## src/rtl/core_pkg.sv

```systemverilog
// Shared pipeline-wide constants and the fetch buffer entry type.
package core_pkg;

    localparam int unsigned XLEN = 32;
    localparam logic [XLEN-1:0] NOP_INSTR = 32'h0000_0000;
    localparam logic [XLEN-1:0] RESET_PC = 32'h0000_0000;

    typedef struct packed {
        logic [XLEN-1:0] pc;
        logic [XLEN-1:0] instr;
    } fetch_entry_t;

endpackage

```

## src/rtl/instr_prefetch_if.sv

```systemverilog
// Instruction-memory request/response bus between the prefetcher and memory.
interface instr_prefetch_if;
    import core_pkg::*;

    logic            imem_req_out;
    logic [XLEN-1:0] imem_addr_out;
    logic            imem_ready_in;
    logic            imem_resp_valid_in;
    logic [XLEN-1:0] imem_resp_data_in;

    modport master (
        output imem_req_out,
        output imem_addr_out,
        input  imem_ready_in,
        input  imem_resp_valid_in,
        input  imem_resp_data_in
    );

    modport slave (
        input  imem_req_out,
        input  imem_addr_out,
        output imem_ready_in,
        output imem_resp_valid_in,
        output imem_resp_data_in
    );

endinterface

```

## src/rtl/instr_prefetch_fifo.sv

```systemverilog
// Synchronous FIFO with a registered head output that reads zero when empty.
module sync_fifo #(
    parameter int unsigned WIDTH = 64,
    parameter int unsigned DEPTH = 4
) (
    input  logic                     clk,
    input  logic                     rst,
    input  logic                     clear,
    input  logic                     push,
    input  logic [WIDTH-1:0]         push_data,
    input  logic                     pop,
    output logic [WIDTH-1:0]         head,
    output logic [$clog2(DEPTH):0]   count
);
    localparam int unsigned AW = $clog2(DEPTH);
    localparam int unsigned CW = AW + 1;

    logic [WIDTH-1:0] mem [DEPTH];
    logic [AW-1:0]    rd_ptr;
    logic [AW-1:0]    wr_ptr;
    logic [AW-1:0]    next_rd;
    logic [CW-1:0]    remain;
    logic             push_ok;
    logic             pop_ok;

    always_comb begin
        pop_ok  = pop && (count != '0);
        push_ok = push && ((count != CW'(DEPTH)) || pop_ok);
        remain  = count - CW'(pop_ok);
        next_rd = rd_ptr + AW'(pop_ok);
    end

    always_ff @(posedge clk) begin
        if (push_ok && !clear && !rst) begin
            mem[wr_ptr] <= push_data;
        end
    end

    // The head register is reloaded from the entry that becomes the head after
    // this edge; when no older entry survives, that is the word being pushed.
    always_ff @(posedge clk) begin
        if (rst || clear) begin
            rd_ptr <= '0;
            wr_ptr <= '0;
            count  <= '0;
            head   <= '0;
        end else begin
            if (push_ok) begin
                wr_ptr <= wr_ptr + AW'(1);
            end
            if (pop_ok) begin
                rd_ptr <= next_rd;
            end
            count <= remain + CW'(push_ok);
            if (remain == '0) begin
                head <= push_ok ? push_data : '0;
            end else begin
                head <= mem[next_rd];
            end
        end
    end

endmodule

```

## src/rtl/instr_prefetch.sv

```systemverilog
// Sequential-PC instruction prefetcher: issues word fetches under a credit
// limit, discards stale responses after a redirect, and buffers (pc, instr).
module instr_prefetch
    import core_pkg::*;
#(
    parameter int unsigned         DEPTH    = 4,
    parameter logic [XLEN-1:0]     RESET_PC = core_pkg::RESET_PC
) (
    input  logic                   clk,
    input  logic                   rst,
    instr_prefetch_if.master       imem,
    input  logic                   redirect_in,
    input  logic [XLEN-1:0]        redirect_pc_in,
    input  logic                   hazard_in,
    output logic [XLEN-1:0]        pc_out,
    output logic [XLEN-1:0]        instrn_out,
    output logic                   valid_out
);
    localparam int unsigned CW = $clog2(DEPTH) + 1;
    localparam logic [CW:0] DEPTH_C = (CW + 1)'(DEPTH);

    logic [XLEN-1:0] fetch_pc;
    logic [CW-1:0]   outst;
    logic [CW-1:0]   drop;
    logic [CW-1:0]   count;
    fetch_entry_t    head;
    fetch_entry_t    push_entry;
    logic            accept;
    logic            resp_fire;
    logic            push;
    logic            pop;

    assign valid_out = (count != '0);

    // With no stale responses pending every outstanding request is live, so
    // the returning word belongs to fetch_pc minus 4 per outstanding request.
    always_comb begin
        imem.imem_req_out  = !rst && !redirect_in &&
                             (({1'b0, count} + {1'b0, outst}) < DEPTH_C);
        imem.imem_addr_out = fetch_pc;
        accept             = imem.imem_req_out && imem.imem_ready_in;
        resp_fire          = imem.imem_resp_valid_in && (outst != '0);
        push               = resp_fire && (drop == '0) && !redirect_in;
        pop                = valid_out && !hazard_in && !redirect_in;
        push_entry.pc      = fetch_pc - XLEN'({outst, 2'b00});
        push_entry.instr   = imem.imem_resp_data_in;
    end

    always_ff @(posedge clk) begin
        if (rst) begin
            fetch_pc <= RESET_PC;
            outst    <= '0;
            drop     <= '0;
        end else begin
            case ({accept, resp_fire})
                2'b10:   outst <= outst + CW'(1);
                2'b01:   outst <= outst - CW'(1);
                default: outst <= outst;
            endcase
            if (redirect_in) begin
                fetch_pc <= redirect_pc_in & ~XLEN'(3);
                drop     <= outst - CW'(resp_fire);
            end else begin
                if (accept) begin
                    fetch_pc <= fetch_pc + XLEN'(4);
                end
                if (resp_fire && (drop != '0)) begin
                    drop <= drop - CW'(1);
                end
            end
        end
    end

    sync_fifo #(
        .WIDTH ($bits(fetch_entry_t)),
        .DEPTH (DEPTH)
    ) u_fifo (
        .clk       (clk),
        .rst       (rst),
        .clear     (redirect_in),
        .push      (push),
        .push_data (push_entry),
        .pop       (pop),
        .head      (head),
        .count     (count)
    );

    assign pc_out     = head.pc;
    assign instrn_out = valid_out ? head.instr : NOP_INSTR;

endmodule
```

## src/flat_wrapper.sv

```systemverilog
// flat-port wrapper written by rule: the top's interface ports become plain ports
module instr_prefetch_flat import core_pkg::*;
#(
    parameter int unsigned         DEPTH    = 4,
    parameter logic [XLEN-1:0]     RESET_PC = core_pkg::RESET_PC
)
  (clk, rst, redirect_in, redirect_pc_in, hazard_in, pc_out, instrn_out, valid_out, imem_imem_req_out, imem_imem_addr_out, imem_imem_ready_in, imem_imem_resp_valid_in, imem_imem_resp_data_in);
  instr_prefetch_if imem_i ();
  input  logic clk;
  input  logic rst;
  input  logic redirect_in;
  input  logic [XLEN-1:0] redirect_pc_in;
  input  logic hazard_in;
  output logic [XLEN-1:0] pc_out;
  output logic [XLEN-1:0] instrn_out;
  output logic valid_out;
  output wire logic [$bits(imem_i.imem_req_out)-1:0] imem_imem_req_out;
  output wire logic [$bits(imem_i.imem_addr_out)-1:0] imem_imem_addr_out;
  input wire logic [$bits(imem_i.imem_ready_in)-1:0] imem_imem_ready_in;
  input wire logic [$bits(imem_i.imem_resp_valid_in)-1:0] imem_imem_resp_valid_in;
  input wire logic [$bits(imem_i.imem_resp_data_in)-1:0] imem_imem_resp_data_in;
  assign imem_imem_req_out = imem_i.imem_req_out;
  assign imem_imem_addr_out = imem_i.imem_addr_out;
  assign imem_i.imem_ready_in = imem_imem_ready_in;
  assign imem_i.imem_resp_valid_in = imem_imem_resp_valid_in;
  assign imem_i.imem_resp_data_in = imem_imem_resp_data_in;
  instr_prefetch #(.DEPTH(DEPTH), .RESET_PC(RESET_PC)) u_core (.clk(clk), .rst(rst), .imem(imem_i), .redirect_in(redirect_in), .redirect_pc_in(redirect_pc_in), .hazard_in(hazard_in), .pc_out(pc_out), .instrn_out(instrn_out), .valid_out(valid_out));
endmodule
```

## config.mk

```make
export PLATFORM = sky130hd
export DESIGN_NAME = instr_prefetch_flat
export DESIGN_NICKNAME = d
export VERILOG_FILES = /design/src/rtl/core_pkg.sv /design/src/rtl/instr_prefetch_if.sv /design/src/rtl/instr_prefetch_fifo.sv /design/src/rtl/instr_prefetch.sv /design/src/flat_wrapper.sv
export SDC_FILE = /design/constraint.sdc
export NUM_CORES = 1
export LEC_CHECK = 0
export BUFFER_PORTS_ARGS = -buffer_cell sky130_fd_sc_hd__buf_4
export CAP_MARGIN = 15
export CORE_ASPECT_RATIO = 0.6
export CORE_MARGIN = 5
export CORE_UTILIZATION = 55
export DETAILED_ROUTE_END_ITERATION = 6
export GPL_ROUTABILITY_DRIVEN = 0
export HOLD_SLACK_MARGIN = 0.12
export PLACE_DENSITY = 0.76
export SLEW_MARGIN = 10
export SYNTH_ARGS = -nofsm -noshare
export SYNTH_HDL_FRONTEND = slang
export SYNTH_SLANG_ARGS = --single-unit
```

## constraint.sdc

```tcl
create_clock -name clk -period 4.3 [get_ports clk]
set_input_delay 0.215 -clock clk [delete_from_list [all_inputs] [get_ports clk]]
set_output_delay 0.215 -clock clk [all_outputs]
set_load 0.02 [all_outputs]
```

==> results.py <==
metrics = {
    "timing": {
        "maxSlewViolCount": 0,
        "fin_skew_ps": 26.8,
        "fmax_ghz": 0.288,
        "period_share_pct": 80.7,
        "worstMarginPinSlew_ps": 981,
        "rsz0062_at_grt": "false",
        "hold_ws_ps": 260,
        "hold_viol_final": 0,
        "fin_tns_setup_ps": 0,
        "max_slew_margin_pct": 34.0,
        "setup_violations": 0,
        "period_minus_slack_ps": 3470,
    },
    "placed_design": {
        "portBuffers": 161,
        "dpl.hpwl_um": 21500,
        "placed_cells": 1477,
    },
    "power_and_ir_drop": {
        "p_int_mw": 5.73,
        "ir_drop_uv": 282,
        "p_per_area_nw_per_um2": 422,
        "switchingPower_mw": 1.85,
        "p_sw_share_pct": 24.5,
        "clockPowerShare_pct": 37.4,
        "power_leakage_nw": 6.24,
        "pwr-share-comb_pct": 11.7,
        "power_mw": 7.58,
        "pwr-share-seq_pct": 50.9,
    },
    "yosys": {
        "avgSynthCellArea_um2": 14.3,
        "ys_warn_count": 0,
        "synth-seq-cells": 353,
        "synth_edf_count": 248,
        "synthTopCellsByCount": "248 x edfxtp_1, 105 x dfxtp_1, 86 x nor2_1, 62 x mux4_2, 48 x clkbuf_1",
        "synth_compound_area_share_pct": 6.38,
        "synth_fa_ha_area_share_pct": 1.96,
        "async_flop_share_pct": 0,
        "ys.flop_type": "edfxtp_1",
        "synth_top_area_share_pct": 50.4,
        "netlist_instances": 1033,
        "ys_seq_area_share_pct": 64.6,
        "synth_cell_types": 68,
        "netlist_area_um2": 14800,
        "synth_most_common_cell": "edfxtp_1",
        "synth_simple_gate_area_share_pct": 9.83,
        "yosys.area.top_type": "edfxtp_1",
        "synth_top_family_by_area": "simple AND/OR/NAND/NOR gates",
        "muxShareOfSynthArea_pct": 9.52,
        "synth_xor_area_share_pct": 3.31,
        "netlist_top_cells_area": "edfxtp_1 50%, dfxtp_1 14%, mux4_2 9.4%, nor2_1 2.2%, a22oi_1 2.0%",
    },
    "final_layout": {
        "diodes": 0,
        "final_net_count": 1318,
        "fillers": 1840,
        "fin_util_pct": 67.9,
        "seq_area_um2": 9550,
        "multi_input_area_um2": 4670,
        "area_delta_synth_final_pct": 21.6,
        "drive_above_1_share_pct": 25.6,
        "instances_no_fill": 1612,
    },
    "global_route": {
        "grt_usage_pct": 22.7,
        "grt_remaining_overflow": 0,
        "grt_max_degree": 52,
        "grt_first_pass_wirelength_um": 53900,
        "grt_antenna_before_repair": 0,
        "grt_pass1_vias": 9323,
    },
    "detailed_routing": {
        "drc": 0,
        "vias_per_cell": 5.87,
        "ant_nets": 0,
        "vias": 9457,
        "wl_per_cell_um": 21.5,
        "wl_um": 34700,
        "first_pass_iters": 5,
        "first_iter_violations": 881,
    },
    "floorplanning": {
        "boundaryPins": 168,
        "dieWidth_um": 222,
        "core_area_um2": 26500,
        "dieArea_um2": 30400,
        "rows": 46,
        "initial_core_util_pct": 55.8,
        "die_y_um": 137,
    },
    "worst_setup_path": {
        "cp-end-kind": "flip-flop",
        "rrSetupSlack_ps": 890,
        "cp_max_fo": 27,
        "required_ps": 4750,
        "start_kind": "input port",
        "critPathKind": "input port to flip-flop",
        "rr_worst_depth": 10,
        "rr_endpoint": "u_core.u_fifo.head[11]",
        "cp.arrival_ps": 3920,
        "rr_startpoint": "u_core.u_fifo.count[2]",
    },
    "outcome": {
        "status": "finished clean",
    },
    "cts": {
        "post_cts_buffers": 0,
        "clkSinkCount": 353,
        "cts.clk_slew.worst_paths_ps": 60,
        "cts_buffers": 34,
        "cts_tree": "built",
        "clock_latency_ps": 530,
        "cts_buffer_depth": 3,
        "htreeDepth": 2,
        "root_buffer": "clkbuf_16",
    },
    "hold_path": {
        "whs_path_depth": 4,
        "hp-start": "imem_imem_resp_valid_in",
        "min_to": "u_core.drop[0]",
        "hold_class": "input port to flip-flop",
    },
    "job": {
        "maxCapViolCount": 0,
    },
}
power by group through the flow:
stage                     Sequential [mW]  Combinational, mW  Clock (mW)
final                                3.86              0.885        2.83
after global routing                 3.87              0.960        3.05
after CTS                            3.86              0.873        2.90
after detailed placement             3.93              0.814           0
after global placement               3.93              0.785           0
after floorplan                      3.90              0.534           0
sequential cells by signal (all words and copies together) (netlist names):
name                       count
u_core.u_fifo.mem            248
u_core.u_fifo.head            62
u_core.imem.imem_addr_out     30
u_core.drop                    3
u_core.outst                   3
u_core.u_fifo.count            3
u_core.u_fifo.rd_ptr           2
u_core.u_fifo.wr_ptr           2
worst max-delay path, cell delays in order:
cell	delay (ps)
dlygate4sd3_1	540
buf_4	240
nor3_1	490
ha_1	240
ha_1	160
xnor2_1	230
nand3_2	520
nor2_4	650
buf_4	330
a22oi_1	130
nor2_1	150
cells in the final DEF, fill, tap and decap left out, drive strengths merged, types with 33 or more instances in the layout:
cell,count
buf,183
a22oi,40
clkbuf,44
mux4,62
nor2b,33
nor2,87
dlygate4sd3,73
dfxtp,105
nand2,34
edfxtp,248
worst max path at each step:
stage               slack (ps)  cells past startpoint                    from                endpoint
global placement          1080                     10             redirect_in   u_core.u_fifo.head[7]
global route               610                     11             redirect_in  u_core.u_fifo.head[11]
finish                     830                     11             redirect_in  u_core.u_fifo.head[11]
floorplan                 1000                      8  u_core.u_fifo.count[0]  u_core.u_fifo.head[46]
detailed placement         960                     10             redirect_in  u_core.u_fifo.head[11]
CTS                        880                     11             redirect_in  u_core.u_fifo.head[11]
kinds of logic after synthesis:
family                     count (synthesis)
muxes                                     63
AOI/OAI and AO/OA                        130
DFF                                      353
other                                      1
and+or+nand+nor                          278
buffers and inverters                    131
xor gates and xnor gates                  55
adders and majority gates                 22
final cells by class:
type,instances,area share [%]
Clock buffer,44,4.94
Clock inverter,18,0.870
Inverter,29,0.606
Multi-Input combinational cell,552,26.0
Sequential cell,353,53.1
Tap cell,360,2.51
Timing Repair Buffer,256,12.0
metrics by stage:
step	setup WS [ps]	instance area (µm²)
6_report	831	18000
5_1_grt	614	18000
4_1_cts	884	18000
3_5_place_dp	964	16200
3_3_place_gp	1080	16200
2_1_floorplan	1000	14800
layer usage:
metal | global-route usage (%) | up-vias | share of wire (%)
met2 | 36.1 | 371 | 47
met4 | 4.69 | 0 | 1.4
met5 | 0 | - | 0
met3 | 4.16 | 47 | 7.1
met1 | 33.5 | 4780 | 45
li1 | - | 4259 | -
what timing repair did:
action,CTS,global route
resized for setup,0,0
hold buffers,73,0
setup endpoints to repair,0,0
endpoints found under the hold margin,196,0
No activity file was read; power rests on OpenSTA's default activity.
